<file path="config.mk">
export PLATFORM = sky130hd
export DESIGN_NAME = alu_arbiter_flat
export DESIGN_NICKNAME = d
export VERILOG_FILES = /design/src/rtl/alu_arbiter_if.sv /design/src/rtl/alu_arbiter.sv /design/src/flat_wrapper.sv
export SDC_FILE = /design/constraint.sdc
export NUM_CORES = 1
export LEC_CHECK = 0
export CORE_MARGIN = 4
export CORE_UTILIZATION = 41
export DETAILED_ROUTE_END_ITERATION = 10
export PLACE_DENSITY = 0.81
export SKIP_CTS_REPAIR_TIMING = 1
export SYNTH_ARGS = -nofsm -noshare
export SYNTH_HDL_FRONTEND = slang
export SYNTH_SLANG_ARGS = --single-unit
</file>
<file path="constraint.sdc">
create_clock -name clk -period 1.76 [get_ports clk]
set_input_delay 0.176 -clock clk [delete_from_list [all_inputs] [get_ports clk]]
set_output_delay 0.176 -clock clk [all_outputs]
set_load 0.005 [all_outputs]
</file>
<file path="src/rtl/alu_arbiter_if.sv">
// Signal bundle tying two requesters, the shared combinational ALU and the
// response consumer to alu_arbiter. The arbiter takes the slave side.
interface alu_arbiter_if #(
  parameter int CNT_W = 16
);
  logic             req0_valid;
  logic             req0_ready;
  logic [7:0]       req0_a;
  logic [7:0]       req0_b;
  logic [2:0]       req0_op;

  logic             req1_valid;
  logic             req1_ready;
  logic [7:0]       req1_a;
  logic [7:0]       req1_b;
  logic [2:0]       req1_op;

  logic [7:0]       alu_a;
  logic [7:0]       alu_b;
  logic [2:0]       alu_op;
  logic [7:0]       alu_out;
  logic [7:0]       alu_flags;

  logic             rsp_valid;
  logic             rsp_ready;
  logic             rsp_id;
  logic [7:0]       rsp_out;
  logic [7:0]       rsp_flags;
  logic [CNT_W-1:0] op_count;

  modport slave (
    input  req0_valid, req0_a, req0_b, req0_op,
    input  req1_valid, req1_a, req1_b, req1_op,
    input  alu_out, alu_flags,
    input  rsp_ready,
    output req0_ready, req1_ready,
    output alu_a, alu_b, alu_op,
    output rsp_valid, rsp_id, rsp_out, rsp_flags, op_count
  );

  modport master (
    output req0_valid, req0_a, req0_b, req0_op,
    output req1_valid, req1_a, req1_b, req1_op,
    output alu_out, alu_flags,
    output rsp_ready,
    input  req0_ready, req1_ready,
    input  alu_a, alu_b, alu_op,
    input  rsp_valid, rsp_id, rsp_out, rsp_flags, op_count
  );
endinterface

</file>
<file path="src/rtl/alu_arbiter.sv">
// Shares one combinational ALU between two valid/ready requesters: grant, drive
// the ALU from registered operands, capture its result, return it with backpressure.
module alu_arbiter #(
  parameter bit FAIR  = 1'b1,
  parameter int CNT_W = 16
) (
  input logic          clk,
  input logic          rst_n,
  alu_arbiter_if.slave bus
);

  typedef enum logic [1:0] {
    IDLE = 2'd0,
    EXEC = 2'd1,
    RESP = 2'd2
  } state_t;

  state_t           state_q;
  state_t           state_d;

  logic             last_q;
  logic             id_q;
  logic             grant_valid;
  logic             grant_id;
  logic             accept;
  logic             rsp_done;

  logic [7:0]       alu_a_q;
  logic [7:0]       alu_b_q;
  logic [2:0]       alu_op_q;

  logic             rsp_valid_q;
  logic             rsp_id_q;
  logic [7:0]       rsp_out_q;
  logic [7:0]       rsp_flags_q;
  logic [CNT_W-1:0] op_count_q;

  // With both requesters valid, FAIR hands the grant to whoever was not served
  // last; otherwise req0 wins. A lone valid requester is always granted.
  always_comb begin : grant_logic
    // NOTE: every always_comb output gets a default first so no path leaves it
    // unassigned, which would otherwise infer a latch.
    grant_valid = bus.req0_valid | bus.req1_valid;
    grant_id    = 1'b0;
    if (bus.req0_valid && bus.req1_valid) begin
      grant_id = FAIR ? ~last_q : 1'b0;
    end else begin
      grant_id = bus.req1_valid;
    end
  end

  assign accept   = (state_q == IDLE) && grant_valid;
  assign rsp_done = (state_q == RESP) && bus.rsp_ready;

  assign bus.req0_ready = accept && !grant_id;
  assign bus.req1_ready = accept &&  grant_id;

  always_ff @(posedge clk or negedge rst_n) begin : state_reg
    // NOTE: sequential state uses non-blocking assignments so every register
    // samples pre-edge values regardless of block evaluation order.
    if (!rst_n) begin
      state_q <= IDLE;
    end else begin
      state_q <= state_d;
    end
  end

  always_comb begin : next_state
    state_d = state_q;
    case (state_q)
      IDLE:    if (accept)   state_d = EXEC;
      EXEC:                  state_d = RESP;
      RESP:    if (rsp_done) state_d = IDLE;
      default:               state_d = IDLE;
    endcase
  end

  // Operand registers feed the ALU directly; they move only on a grant so the
  // ALU sees stable inputs for the whole operation and afterwards.
  always_ff @(posedge clk or negedge rst_n) begin : operand_reg
    if (!rst_n) begin
      alu_a_q  <= 8'h00;
      alu_b_q  <= 8'h00;
      alu_op_q <= 3'd0;
      id_q     <= 1'b0;
      last_q   <= 1'b1;
    end else if (accept) begin
      alu_a_q  <= grant_id ? bus.req1_a  : bus.req0_a;
      alu_b_q  <= grant_id ? bus.req1_b  : bus.req0_b;
      alu_op_q <= grant_id ? bus.req1_op : bus.req0_op;
      id_q     <= grant_id;
      last_q   <= grant_id;
    end
  end

  // The ALU result is sampled only on the EXEC->RESP edge and then held until
  // the next operation reaches that edge, independent of rsp_ready.
  always_ff @(posedge clk or negedge rst_n) begin : response_reg
    if (!rst_n) begin
      rsp_valid_q <= 1'b0;
      rsp_id_q    <= 1'b0;
      rsp_out_q   <= 8'h00;
      rsp_flags_q <= 8'h00;
      op_count_q  <= '0;
    end else if (state_q == EXEC) begin
      rsp_valid_q <= 1'b1;
      rsp_id_q    <= id_q;
      rsp_out_q   <= bus.alu_out;
      rsp_flags_q <= bus.alu_flags;
    end else if (rsp_done) begin
      rsp_valid_q <= 1'b0;
      op_count_q  <= op_count_q + CNT_W'(1);
    end
  end

  assign bus.alu_a     = alu_a_q;
  assign bus.alu_b     = alu_b_q;
  assign bus.alu_op    = alu_op_q;
  assign bus.rsp_valid = rsp_valid_q;
  assign bus.rsp_id    = rsp_id_q;
  assign bus.rsp_out   = rsp_out_q;
  assign bus.rsp_flags = rsp_flags_q;
  assign bus.op_count  = op_count_q;

  a_one_ready: assert property (@(posedge clk) disable iff (!rst_n)
    !(bus.req0_ready && bus.req1_ready));

  a_rsp_hold: assert property (@(posedge clk) disable iff (!rst_n)
    (rsp_valid_q && !bus.rsp_ready) |=>
      (rsp_valid_q && $stable(rsp_out_q) && $stable(rsp_flags_q) && $stable(rsp_id_q)));

  a_valid_only_in_resp: assert property (@(posedge clk) disable iff (!rst_n)
    rsp_valid_q == (state_q == RESP));

endmodule

</file>
<file path="src/flat_wrapper.sv">
// flat-port wrapper written by rule: the top's interface ports become plain ports
module alu_arbiter_flat 
#(
  parameter bit FAIR  = 1'b1,
  parameter int CNT_W = 16
)
  (clk, rst_n, bus_req0_valid, bus_req0_a, bus_req0_b, bus_req0_op, bus_req1_valid, bus_req1_a, bus_req1_b, bus_req1_op, bus_alu_out, bus_alu_flags, bus_rsp_ready, bus_req0_ready, bus_req1_ready, bus_alu_a, bus_alu_b, bus_alu_op, bus_rsp_valid, bus_rsp_id, bus_rsp_out, bus_rsp_flags, bus_op_count);
  alu_arbiter_if #(.CNT_W(CNT_W)) bus_i ();
  input logic clk;
  input logic rst_n;
  input wire logic [$bits(bus_i.req0_valid)-1:0] bus_req0_valid;
  input wire logic [$bits(bus_i.req0_a)-1:0] bus_req0_a;
  input wire logic [$bits(bus_i.req0_b)-1:0] bus_req0_b;
  input wire logic [$bits(bus_i.req0_op)-1:0] bus_req0_op;
  input wire logic [$bits(bus_i.req1_valid)-1:0] bus_req1_valid;
  input wire logic [$bits(bus_i.req1_a)-1:0] bus_req1_a;
  input wire logic [$bits(bus_i.req1_b)-1:0] bus_req1_b;
  input wire logic [$bits(bus_i.req1_op)-1:0] bus_req1_op;
  input wire logic [$bits(bus_i.alu_out)-1:0] bus_alu_out;
  input wire logic [$bits(bus_i.alu_flags)-1:0] bus_alu_flags;
  input wire logic [$bits(bus_i.rsp_ready)-1:0] bus_rsp_ready;
  output wire logic [$bits(bus_i.req0_ready)-1:0] bus_req0_ready;
  output wire logic [$bits(bus_i.req1_ready)-1:0] bus_req1_ready;
  output wire logic [$bits(bus_i.alu_a)-1:0] bus_alu_a;
  output wire logic [$bits(bus_i.alu_b)-1:0] bus_alu_b;
  output wire logic [$bits(bus_i.alu_op)-1:0] bus_alu_op;
  output wire logic [$bits(bus_i.rsp_valid)-1:0] bus_rsp_valid;
  output wire logic [$bits(bus_i.rsp_id)-1:0] bus_rsp_id;
  output wire logic [$bits(bus_i.rsp_out)-1:0] bus_rsp_out;
  output wire logic [$bits(bus_i.rsp_flags)-1:0] bus_rsp_flags;
  output wire logic [$bits(bus_i.op_count)-1:0] bus_op_count;
  assign bus_i.req0_valid = bus_req0_valid;
  assign bus_i.req0_a = bus_req0_a;
  assign bus_i.req0_b = bus_req0_b;
  assign bus_i.req0_op = bus_req0_op;
  assign bus_i.req1_valid = bus_req1_valid;
  assign bus_i.req1_a = bus_req1_a;
  assign bus_i.req1_b = bus_req1_b;
  assign bus_i.req1_op = bus_req1_op;
  assign bus_i.alu_out = bus_alu_out;
  assign bus_i.alu_flags = bus_alu_flags;
  assign bus_i.rsp_ready = bus_rsp_ready;
  assign bus_req0_ready = bus_i.req0_ready;
  assign bus_req1_ready = bus_i.req1_ready;
  assign bus_alu_a = bus_i.alu_a;
  assign bus_alu_b = bus_i.alu_b;
  assign bus_alu_op = bus_i.alu_op;
  assign bus_rsp_valid = bus_i.rsp_valid;
  assign bus_rsp_id = bus_i.rsp_id;
  assign bus_rsp_out = bus_i.rsp_out;
  assign bus_rsp_flags = bus_i.rsp_flags;
  assign bus_op_count = bus_i.op_count;
  alu_arbiter #(.FAIR(FAIR), .CNT_W(CNT_W)) u_core (.clk(clk), .rst_n(rst_n), .bus(bus_i));
endmodule
</file>
==> summary.txt, run 1 <==
STATUS
-----------------------------------------------------------------------------------------------
Run status .......................................................................    completed

WORST SETUP PATH
-----------------------------------------------------------------------------------------------
Critical path class .............................................................. flop to flop
Largest stage delay, worst path ..................................................      0.41 ns
Critical R2R Capture ............................................................. u_core.bus.op_count[12]$_DFFE_PN0P_
Required time of the critical path ...............................................      1.97 ns
Largest delay share family, worst path ........................................... simple AND/OR/NAND/NOR gates
Crit path max-delay cell type .................................................... sky130_fd_sc_hd__dfrtp_1
CP cell instances ................................................................ ha_1 -> nand3_1 -> nor4_4 -> nand3_1 -> xnor2_1
Most used cell along the critical path ........................................... sky130_fd_sc_hd__nand3_1
Critical Path Fanout Max .........................................................            5
Beginning of the worst register-to-register path ................................. u_core.bus.op_count[1]$_DFFE_PN0P_
R2R setup slack ..................................................................      0.20 ns
Cells on worst reg2reg path ......................................................            5
Endpoint kind of the worst setup timing path .....................................         flop
Number of buffer and inverter stages on the critical path ........................            0
Critical path launch point type ..................................................         flop
Data arrival time at the worst-slack endpoint ....................................      1.77 ns

CLOCK TREE
-----------------------------------------------------------------------------------------------
Number of buffers inserted during clock tree synthesis ...........................            9
Htree depth ......................................................................            3
TritonCTS sink count .............................................................           57
CTS tree .........................................................................         done
Clock input transition at the sequential cells of the worst setup and hold paths .      0.06 ns
Number of buffers on the longest clock path ......................................            2
Clock latency on the worst-skew pair .............................................      0.32 ns
Clock Tree Root .................................................................. sky130_fd_sc_hd__clkbuf_8

YOSYS
-----------------------------------------------------------------------------------------------
Avg Cell Area, Syn ...............................................................     13.2 µm²
FFs w/ async S/R, synth ..........................................................         100%
Most area-consuming cells after synthesis ........................................ sky130_fd_sc_hd__dfrtp_1 59%, sky130_fd_sc_hd__mux2_2 8.0%, sky130_fd_sc_hd__a221o_1 8.0%, sky130_fd_sc_hd__and2_0 5.0%, sky130_fd_sc_hd__xnor2_1 3.7%
Synth cell count leaders ......................................................... 56 x sky130_fd_sc_hd__dfrtp_1, 19 x sky130_fd_sc_hd__a221o_1, 19 x sky130_fd_sc_hd__and2_0, 17 x sky130_fd_sc_hd__mux2_2, 10 x sky130_fd_sc_hd__xnor2_1
Synth Area in Compound Gates .....................................................        9.43%
Register bit total from synthesis ................................................           57
Cell area after synthesis ........................................................     2390 µm²
Xor/xnor cell area share of the yosys netlist ....................................        5.50%
Most numerous cell in the Yosys netlist .......................................... sky130_fd_sc_hd__dfrtp_1
Largest family of logic cells by synthesized area ................................ simple AND/OR/NAND/NOR gates
Post-synthesis cell type count ...................................................           29
Leading area contributor after synthesis ......................................... sky130_fd_sc_hd__dfrtp_1
Synth Warn # .....................................................................            0
Multiplexer fraction of the synthesized cell area ................................        8.02%
Post-Syn Instances ...............................................................          181
Top-area cell type share of the netlist area .....................................        58.7%
Post-synthesis simple-gate area fraction .........................................        14.7%
Primary FF master, synth ......................................................... sky130_fd_sc_hd__dfrtp_1
EDFF count, synth ................................................................            0
Sequential cell area fraction in the yosys report ................................        59.8%
Post-Synth Adder-Cell Area .......................................................       0.524%
Post-synthesis net count .........................................................          241

GRT
-----------------------------------------------------------------------------------------------
Total grt overflow ...............................................................            0
Wire length of the first global-routing pass .....................................      9560 µm
Number of global-route vias before repair ........................................         2059
Maximum number of pins on one net before global-route repair .....................           58
Initial antenna violation count ..................................................            0
GRT Total Usage ..................................................................        17.0%

CELLS AND AREA
-----------------------------------------------------------------------------------------------
Diode count ......................................................................            0
Sequential standard cell area ....................................................     1430 µm²
Area of combinational cells with multiple inputs .................................      926 µm²
Final Net Count ..................................................................          368
Fillers ..........................................................................          436
Fraction of final layout cells sized beyond drive strength 1 .....................        16.3%
Finished layout cell area ........................................................     3870 µm²
Cell Count, Final, Fillers Out ...................................................          385
Post-synthesis to final-layout area growth .......................................        62.2%

STA
-----------------------------------------------------------------------------------------------
Hold Violations, Final ...........................................................            0
Setup clock skew after layout ....................................................   0.00604 ns
Total negative setup slack .......................................................         0 ns
Setup repair after global routing missed its margin ..............................        false
Worst slew slack as a fraction of its limit ......................................        77.4%
Final number of setup-violating endpoints ........................................            0
Final number of max-transition violations ........................................            0
Max frequency ....................................................................    0.641 GHz
Setup WS post-layout .............................................................     0.200 ns
Fin crit share ...................................................................        88.6%
Min Clock Period, post-route .....................................................      1.56 ns
Worst-margin pin slew ............................................................     0.335 ns

FLOORPLAN
-----------------------------------------------------------------------------------------------
Initial core utilization .........................................................        42.8%
Height of the die ................................................................      84.3 µm
Area of the die ..................................................................     7110 µm²
Row Count ........................................................................           27
Die span in x ....................................................................      84.3 µm
I/O pin count ....................................................................          114
Floorplan Core Area ..............................................................     5570 µm²

RUN
-----------------------------------------------------------------------------------------------
Max Cap Violations ...............................................................            0

ROUTING
-----------------------------------------------------------------------------------------------
Drt wl/cell ......................................................................      15.1 µm
Initial DRT Pass Iterations ......................................................            5
Total wirelength of the detailed-routed design ...................................      5810 µm
Vias per Instance ................................................................         4.96
First-iteration detailed-routing DRC count .......................................           56
Via count of the routed design ...................................................         1909
Antenna Nets Post-Route ..........................................................            0
Number of DRC violations after detailed routing ..................................            0

PLACED DESIGN
-----------------------------------------------------------------------------------------------
Hpwl dp ..........................................................................      4410 µm
IO Port Bufs .....................................................................          113
Instance count after placement with tap cells included ...........................          368
Place WS .........................................................................    0.0777 ns
Area of placed instances .........................................................     3670 µm²
RePlAce Congestion ...............................................................        0.745

PWR
-----------------------------------------------------------------------------------------------
Max rail drop VDD ................................................................   0.000777 V
Cell Pwr Density .................................................................  1470 nW/µm²
Total leakage power ..............................................................      1.72 nW
Total design power ...............................................................      5.71 mW

MIN PATH
-----------------------------------------------------------------------------------------------
Class of the tightest hold or removal check ...................................... input port to asynchronous set/reset pin

-- layer usage --
layer	GRT usage, %	part of all wire (%)	vias to the layer above
li1	-	-	903
met1	19.3	41	923
met2	28.3	48	76
met3	6.67	8.8	7
met4	7.89	1.5	0
met5	0	0	-
-- registers in the layout, summed over array words and instances, names as in the netlist --
| name | flops |
|---|---|
| u_core.bus.alu_b | 8 |
| u_core.bus.alu_op | 3 |
| u_core.bus.rsp_out | 8 |
| u_core.bus.rsp_valid | 1 |
| u_core.bus.rsp_id | 1 |
| u_core.bus.op_count | 16 |
| u_core.bus.rsp_flags | 8 |
| u_core.id_q | 1 |
| u_core.state_q | 2 |
| u_core.bus.alu_a | 8 |
| u_core.last_q | 1 |
-- per-stage QoR --
step	hold slack [ns]	util [%]
floorplan	-0.120	-
global route	0.391	69.5
finish	0.383	69.5
global placement	0.198	65.9
detailed placement	0.202	65.9
CTS	-0.150	69.0
-- power breakdown --
group	switching, mW	internal (mW)	total (mW)	leakage (nW)
combinational	0.836	1.64	2.47	0.920
sequential	0.338	1.85	2.19	0.705
clock	0.468	0.581	1.05	0.0932
-- cell families (layout without fill, tap and decap cells) --
family                   count (synthesis)  after routing
flip-flops                              57             57
XOR/XNOR                                15             15
AND/OR/NAND/NOR                         55             55
multiplexers                            17             17
AO/OA/AOI/OAI                           25             25
buffers and inverters                   11            143
adder cells (fa/ha/maj)                  1              1
-- cells in the final DEF, fill, tap and decap left out, types with 2 or more instances in the layout --
master,netlist,routed
sky130_fd_sc_hd__xnor2_1,10,10
sky130_fd_sc_hd__and3_1,3,3
sky130_fd_sc_hd__clkbuf_8,0,11
sky130_fd_sc_hd__a221o_1,19,19
sky130_fd_sc_hd__nor4_4,2,2
sky130_fd_sc_hd__clkinv_2,0,3
sky130_fd_sc_hd__nand4_1,3,3
sky130_fd_sc_hd__buf_4,0,8
sky130_fd_sc_hd__a21oi_1,3,2
sky130_fd_sc_hd__clkbuf_1,2,2
sky130_fd_sc_hd__nor2_1,4,3
sky130_fd_sc_hd__nand3_1,6,6
sky130_fd_sc_hd__dfrtp_1,56,55
sky130_fd_sc_hd__inv_1,3,3
sky130_fd_sc_hd__buf_12,0,2
sky130_fd_sc_hd__mux2_2,17,17
sky130_fd_sc_hd__dlymetal6s2s_1,0,2
sky130_fd_sc_hd__a21o_1,2,2
sky130_fd_sc_hd__xor2_1,5,5
sky130_fd_sc_hd__clkdlybuf4s50_1,0,110
sky130_fd_sc_hd__and2_0,19,19
sky130_fd_sc_hd__nand2_1,9,9
-- cell type report --
cell class,count,share of cell area [%]
sequential,57,36.9
timing repair buffer,124,32.1
multi-input combinational,113,23.9
clock buffer,13,4.10
tap,72,2.33
clock inverter,3,0.388
inverter,3,0.291
-- how the worst max path moves through the flow --
stage | start | endpoint | slack (ns) | cells past startpoint
floorplan | u_core.bus.op_count[0]$_DFFE_PN0P_ | u_core.bus.op_count[12]$_DFFE_PN0P_ | 0.34 | 5
detailed placement | bus_req1_valid | u_core.bus.alu_op[0]$_DFFE_PN0P_ | 0.08 | 6
global route | u_core.bus.op_count[1]$_DFFE_PN0P_ | u_core.bus.op_count[12]$_DFFE_PN0P_ | 0.12 | 5
CTS | u_core.state_q[0]$_DFFE_PN0P_ | bus_req1_ready | -0.23 | 4
finish | u_core.bus.op_count[1]$_DFFE_PN0P_ | u_core.bus.op_count[12]$_DFFE_PN0P_ | 0.20 | 5
global placement | bus_rsp_ready | u_core.bus.op_count[12]$_DFFE_PN0P_ | 0.12 | 5
-- worst reg2reg max path, stage by stage, from the launching register on --
cell and delay [ns]:
sky130_fd_sc_hd__dfrtp_1 0.41, sky130_fd_sc_hd__ha_1 0.20, sky130_fd_sc_hd__nand3_1 0.19, sky130_fd_sc_hd__nor4_4 0.38, sky130_fd_sc_hd__nand3_1 0.14, sky130_fd_sc_hd__xnor2_1 0.13
Note: power is estimated with default switching activity, not from simulation.
==> run 2, diff against run 1 <==
- CAP_MARGIN: not set -> 10
- PLACE_DENSITY: 0.81 -> not set
- PLACE_DENSITY_LB_ADDON: not set -> 0.2
==> summary.txt, run 2 (synthesis results as in run 1) <==
PLACED DESIGN
-----------------------------------------------------------------------------------------------
IO Port Bufs .....................................................................          113   unchanged
Hpwl dp ..........................................................................      4310 µm   -2.3%
RePlAce Congestion ...............................................................        0.721   -3.2%
Instance count after placement with tap cells included ...........................          367   -0.27%

STATUS
-----------------------------------------------------------------------------------------------
Run status .......................................................................    completed

STA
-----------------------------------------------------------------------------------------------
Hold Violations, Final ...........................................................            0   unchanged
Min Clock Period, post-route .....................................................      1.56 ns   +0.00118 ns
Max frequency ....................................................................    0.641 GHz   about the same
Worst slew slack as a fraction of its limit ......................................        76.3%   -1.1 points
Setup repair after global routing missed its margin ..............................        false
Worst-margin pin slew ............................................................     0.354 ns   +0.0190 ns
Final number of max-transition violations ........................................            0   unchanged
Final number of setup-violating endpoints ........................................            0   unchanged
Total negative setup slack .......................................................         0 ns   unchanged
Fin crit share ...................................................................        88.7%   about the same
Setup clock skew after layout ....................................................   0.00816 ns   +0.00212 ns

CLOCK TREE
-----------------------------------------------------------------------------------------------
Clock Tree Root .................................................................. sky130_fd_sc_hd__clkbuf_8
CTS tree .........................................................................         done
Htree depth ......................................................................            3   unchanged
Number of buffers inserted during clock tree synthesis ...........................            9   unchanged
Clock input transition at the sequential cells of the worst setup and hold paths .      0.06 ns   about the same
Number of buffers on the longest clock path ......................................            2   unchanged
Clock latency on the worst-skew pair .............................................      0.32 ns   about the same
TritonCTS sink count .............................................................           57   unchanged

WORST SETUP PATH
-----------------------------------------------------------------------------------------------
Required time of the critical path ...............................................      1.97 ns   about the same
Critical Path Fanout Max .........................................................            5   unchanged
Cells on worst reg2reg path ......................................................            5   unchanged
R2R setup slack ..................................................................      0.20 ns   about the same
Crit path max-delay cell type .................................................... sky130_fd_sc_hd__dfrtp_1
Beginning of the worst register-to-register path ................................. u_core.bus.op_count[0]$_DFFE_PN0P_
Largest stage delay, worst path ..................................................      0.44 ns   +0.03 ns
Number of buffer and inverter stages on the critical path ........................            0   unchanged
Critical path launch point type ..................................................         flop
Data arrival time at the worst-slack endpoint ....................................      1.77 ns   about the same
Most used cell along the critical path ........................................... sky130_fd_sc_hd__nand3_1
Endpoint kind of the worst setup timing path .....................................         flop
Critical path class .............................................................. flop to flop
CP cell instances ................................................................ ha_1 -> nand3_1 -> nor4_4 -> nand3_1 -> xnor2_1
Largest delay share family, worst path ........................................... simple AND/OR/NAND/NOR gates
Critical R2R Capture ............................................................. u_core.bus.op_count[12]$_DFFE_PN0P_

GRT
-----------------------------------------------------------------------------------------------
GR Layer Usage met1 ..............................................................        20.2%   +0.93 points
GRT Total Usage ..................................................................        17.2%   +0.16 points
Total grt overflow ...............................................................            0   unchanged
Wire length of the first global-routing pass .....................................      9780 µm   +2.2%
Highest-utilization routing layer at the global route stage ......................         met2
Maximum number of pins on one net before global-route repair .....................           58   unchanged
Initial antenna violation count ..................................................            0   unchanged
GR Layer Usage met2 ..............................................................        28.3%   +0.072 points
Met3 Use GR ......................................................................        5.59%   -1.1 points
Number of global-route vias before repair ........................................         2081   +1.1%

ROUTING
-----------------------------------------------------------------------------------------------
Vias per Instance ................................................................         5.01   +1.0%
First-iteration detailed-routing DRC count .......................................           62   +11%
Antenna Nets Post-Route ..........................................................            0   unchanged
Drt wl/cell ......................................................................      15.1 µm   about the same
Via count of the routed design ...................................................         1923   +0.73%
Initial DRT Pass Iterations ......................................................            4   -1
Number of DRC violations after detailed routing ..................................            0   unchanged
Total wirelength of the detailed-routed design ...................................      5800 µm   -0.17%

PWR
-----------------------------------------------------------------------------------------------
Total leakage power ..............................................................      1.72 nW   about the same
Cell Pwr Density .................................................................  1520 nW/µm²   +2.9%
Max rail drop VDD ................................................................   0.000776 V   -0.21%
Total design power ...............................................................      5.90 mW   +3.4%

CELLS AND AREA
-----------------------------------------------------------------------------------------------
Most frequent standard cell in the layout excluding fill and tap cells ........... sky130_fd_sc_hd__clkdlybuf4s50_1
Cell Count, Final, Fillers Out ...................................................          384   -0.26%
Final Net Count ..................................................................          367   -0.27%
Diode count ......................................................................            0   unchanged
Commonest cells after routing, fill and taps aside ............................... 110 x sky130_fd_sc_hd__clkdlybuf4s50_1, 55 x sky130_fd_sc_hd__dfrtp_1, 19 x sky130_fd_sc_hd__and2_0, 19 x sky130_fd_sc_hd__a221o_1, 17 x sky130_fd_sc_hd__mux2_2
Fraction of final layout cells sized beyond drive strength 1 .....................        16.3%   +0.052 points
Fillers ..........................................................................          424   -2.8%
Utilization after layout .........................................................        69.8%   +0.31 points
Number of flip-flops under the largest register name .............................           16   unchanged
Post-synthesis to final-layout area growth .......................................        62.9%

FLOORPLAN
-----------------------------------------------------------------------------------------------
Area of the die ..................................................................     7110 µm²   unchanged
Initial core utilization .........................................................        42.8%   unchanged
Row Count ........................................................................           27   unchanged
Floorplan Core Area ..............................................................     5570 µm²   unchanged
I/O pin count ....................................................................          114   unchanged
Height of the die ................................................................      84.3 µm   unchanged
Die span in x ....................................................................      84.3 µm   unchanged

MIN PATH
-----------------------------------------------------------------------------------------------
Class of the tightest hold or removal check ...................................... input port to asynchronous set/reset pin

RUN
-----------------------------------------------------------------------------------------------
Max Cap Violations ...............................................................            0   unchanged

-- run 2: cell types whose count changed in the layout (fill, tap and decap cells not counted) --
cell,before,now
sky130_fd_sc_hd__and3_1,3,2
sky130_fd_sc_hd__o21ai_1,0,1
sky130_fd_sc_hd__clkbuf_8,11,9
sky130_fd_sc_hd__clkbuf_1,2,1
sky130_fd_sc_hd__clkinvlp_4,0,1
sky130_fd_sc_hd__o21ai_2,1,0
sky130_fd_sc_hd__bufinv_16,0,2
sky130_fd_sc_hd__buf_12,2,1
sky130_fd_sc_hd__and3_4,0,1
-- run 2: power by group --
| part | total (mW) | internal [mW] | switching (mW) |
|---|---|---|---|
| combinational | 2.41 | 1.61 | 0.806 |
| sequential | 2.19 | 1.85 | 0.346 |
| clock | 1.30 | 0.790 | 0.507 |
-- run 2: worst max path at each step --
| stage | startpoint | endpoint | slack [ns] | depth (start not counted) |
|---|---|---|---|---|
| detailed placement | bus_rsp_ready | u_core.bus.op_count[13]$_DFFE_PN0P_ | 0.06 | 5 |
| global route | u_core.bus.op_count[0]$_DFFE_PN0P_ | u_core.bus.op_count[12]$_DFFE_PN0P_ | 0.09 | 5 |
| CTS | u_core.state_q[0]$_DFFE_PN0P_ | bus_req0_ready | -0.19 | 3 |
| global placement | bus_rsp_ready | u_core.bus.op_count[12]$_DFFE_PN0P_ | 0.10 | 5 |
| finish | u_core.bus.op_count[0]$_DFFE_PN0P_ | u_core.bus.op_count[12]$_DFFE_PN0P_ | 0.20 | 5 |
| floorplan | u_core.bus.op_count[0]$_DFFE_PN0P_ | u_core.bus.op_count[12]$_DFFE_PN0P_ | 0.34 | 5 |
-- run 2: final cells by class --
cell class	count	area (µm²)	share of cell area (%)
sequential	57	1430	36.7
inverter	3	11.3	0.290
clock inverter	6	82.6	2.12
multi-input combinational	113	927	23.8
timing repair buffer	123	1220	31.4
tap	72	90.1	2.32
clock buffer	10	128	3.28
-- run 2: layer usage --
layer | vias up | wire [µm]
met3 | 11 | 479
li1 | 903 | -
met4 | 0 | 114
met5 | - | 0
met1 | 928 | 2300
met2 | 81 | 2910
-- run 2: metrics by stage --
| stage | worst slack (ns) | cell area [µm²] | hold slack (ns) |
|---|---|---|---|
| 6_report | 0.199 | 3890 | 0.378 |
| 5_1_grt | 0.0907 | 3890 | 0.425 |
| 3_5_place_dp | 0.0558 | 3650 | 0.203 |
| 2_1_floorplan | 0.339 | 2390 | -0.120 |
| 3_3_place_gp | 0.103 | 3650 | 0.198 |
| 4_1_cts | -0.187 | 3860 | -0.152 |
-- run 2: worst min-delay path, stage by stage --
cell and delay [ns]:
sky130_fd_sc_hd__dlygate4sd3_1 0.52, sky130_fd_sc_hd__buf_2 0.12, sky130_fd_sc_hd__buf_12 0.27
==> patch (settings of run 2) <==
`CNT_W` is set to 16 in 3 places; all go to 24.
--- a/src/rtl/alu_arbiter_if.sv
+++ b/src/rtl/alu_arbiter_if.sv
@@ -1,7 +1,7 @@
 // Signal bundle tying two requesters, the shared combinational ALU and the
 // response consumer to alu_arbiter. The arbiter takes the slave side.
 interface alu_arbiter_if #(
-  parameter int CNT_W = 16
+  parameter int CNT_W = 24
 );
   logic             req0_valid;
   logic             req0_ready;
--- a/src/rtl/alu_arbiter.sv
+++ b/src/rtl/alu_arbiter.sv
@@ -2,7 +2,7 @@
 // the ALU from registered operands, capture its result, return it with backpressure.
 module alu_arbiter #(
   parameter bit FAIR  = 1'b1,
-  parameter int CNT_W = 16
+  parameter int CNT_W = 24
 ) (
   input logic          clk,
   input logic          rst_n,
--- a/src/flat_wrapper.sv
+++ b/src/flat_wrapper.sv
@@ -2,7 +2,7 @@
 module alu_arbiter_flat 
 #(
   parameter bit FAIR  = 1'b1,
-  parameter int CNT_W = 16
+  parameter int CNT_W = 24
 )
   (clk, rst_n, bus_req0_valid, bus_req0_a, bus_req0_b, bus_req0_op, bus_req1_valid, bus_req1_a, bus_req1_b, bus_req1_op, bus_alu_out, bus_alu_flags, bus_rsp_ready, bus_req0_ready, bus_req1_ready, bus_alu_a, bus_alu_b, bus_alu_op, bus_rsp_valid, bus_rsp_id, bus_rsp_out, bus_rsp_flags, bus_op_count);
   alu_arbiter_if #(.CNT_W(CNT_W)) bus_i ();
Interface: changed (resized bus_op_count); port bits go from 114 to 122. The function was not compared with the original's and may differ.
==> patch against run 2 <==
- sequential cell count increased by 8
- cell area is 12% higher
- area after synthesis increased by 14%
- maximum frequency decreased by 5.9%
- via count grew 15%
- setup slack lost 0.099 ns
- total power is 6.0% higher
- sequential share of layout area up 0.54 points
- routed wire length rose by 16%
- critical path type is now reg2out
==> patch: results (changes against run 2) <==
{| class="wikitable"
! Metric !! Value
|-
| Wire length per cell || 14.9 um (-1.1%)
|-
| GR Util met2 || 0.290 (+0.00666)
|-
| Worst setup skew after layout || 0.0113 ns (+0.00313 ns)
|-
| Final-stage net count || 429 (+17%)
|-
| Met3 layer wire length in the routed design || 574 um (+20%)
|-
| Highest fanout seen on the critical path || 2 (-3)
|-
| Area fraction in compound gates after synthesis || 0.0631 (-0.0313)
|-
| Result of the run || completed
|-
| Initial drt markers || 97 (+56%)
|-
| P_comb || 2.47 mW (+2%)
|-
| Number of distinct standard cells referenced by the synthesized netlist || 28 (-3.4%)
|-
| Cell Count, Final, Fillers Out || 451 (+17%)
|-
| HPWL reported at the end of detailed placement || 5030 um (+17%)
|-
| Number of global-route vias before repair || 2211 (+6.2%)
|-
| Met1 layer wirelength in the final routing || 2700 um (+17%)
|-
| Cell with the biggest individual delay on the critical path || sky130_fd_sc_hd__dfstp_2
|-
| Data arrival, critical path || 1.48 ns (-0.29 ns)
|-
| GP Congestion || 0.751 (+4.1%)
|-
| Commonest cells in the synthesized netlist || 64 x sky130_fd_sc_hd__dfrtp_1, 49 x sky130_fd_sc_hd__nand2_1, 19 x sky130_fd_sc_hd__a22oi_1
|-
| Total clock network power || 1.43 mW (+10%)
|-
| Leakage power summed over all cells || 1.98 nW (+15%)
|-
| Share of final-layout standard cells stronger than drive strength 1 || 0.160 (-0.00303)
|-
| Fraction of synthesized area in multiplexers || 0.0704 (-0.00975)
|-
| Crit path largest cell delay || 0.54 ns (+0.10 ns)
|-
| Mean post-synth cell area || 11.8 um2 (-11%)
|-
| Worst supply voltage drop on vdd || 861 uV (+11%)
|-
| Met1 global-route usage || 0.220 (+0.0182)
|-
| Share of the yosys chip area belonging to registers || 0.599 (+0.000979)
|-
| Share of power burned in the clock network || 0.228 (+0.008)
|-
| Switching power of the nets || 1.82 mW (+9.8%)
|-
| Kind of cell adding the most delay to the critical path || flip-flops
|}
[patch: area by class of cell]
class	count	area, um2	area share
inverters	1	3.75	0.000858
well taps	77	96.3	0.0220
repair buffers	137	1350	0.308
clock inverters	5	77.6	0.0177
clock buffers	11	151	0.0346
flip-flops and latches	65	1630	0.373
multi-input cells	155	1070	0.244
[patch: worst paths after layout]
kind	start	end	slack (ns)	depth (start not counted)
max	u_core.last_q$_DFFE_PN1P_	bus_req0_ready	0.10	3
min	rst_n	u_core.bus.op_count[6]$_DFFE_PN0P_	0.39	3
max reg2reg	u_core.bus.op_count[0]$_DFFE_PN0P_	u_core.bus.op_count[16]$_DFFE_PN0P_	0.17	6
min reg2reg	u_core.bus.alu_b[7]$_DFFE_PN0P_	u_core.bus.alu_b[7]$_DFFE_PN0P_	0.46	2
max in group asynchronous	rst_n	u_core.last_q$_DFFE_PN1P_	1.04	3
min in group clk	bus_req1_a[2]	u_core.bus.alu_a[2]$_DFFE_PN0P_	0.45	3
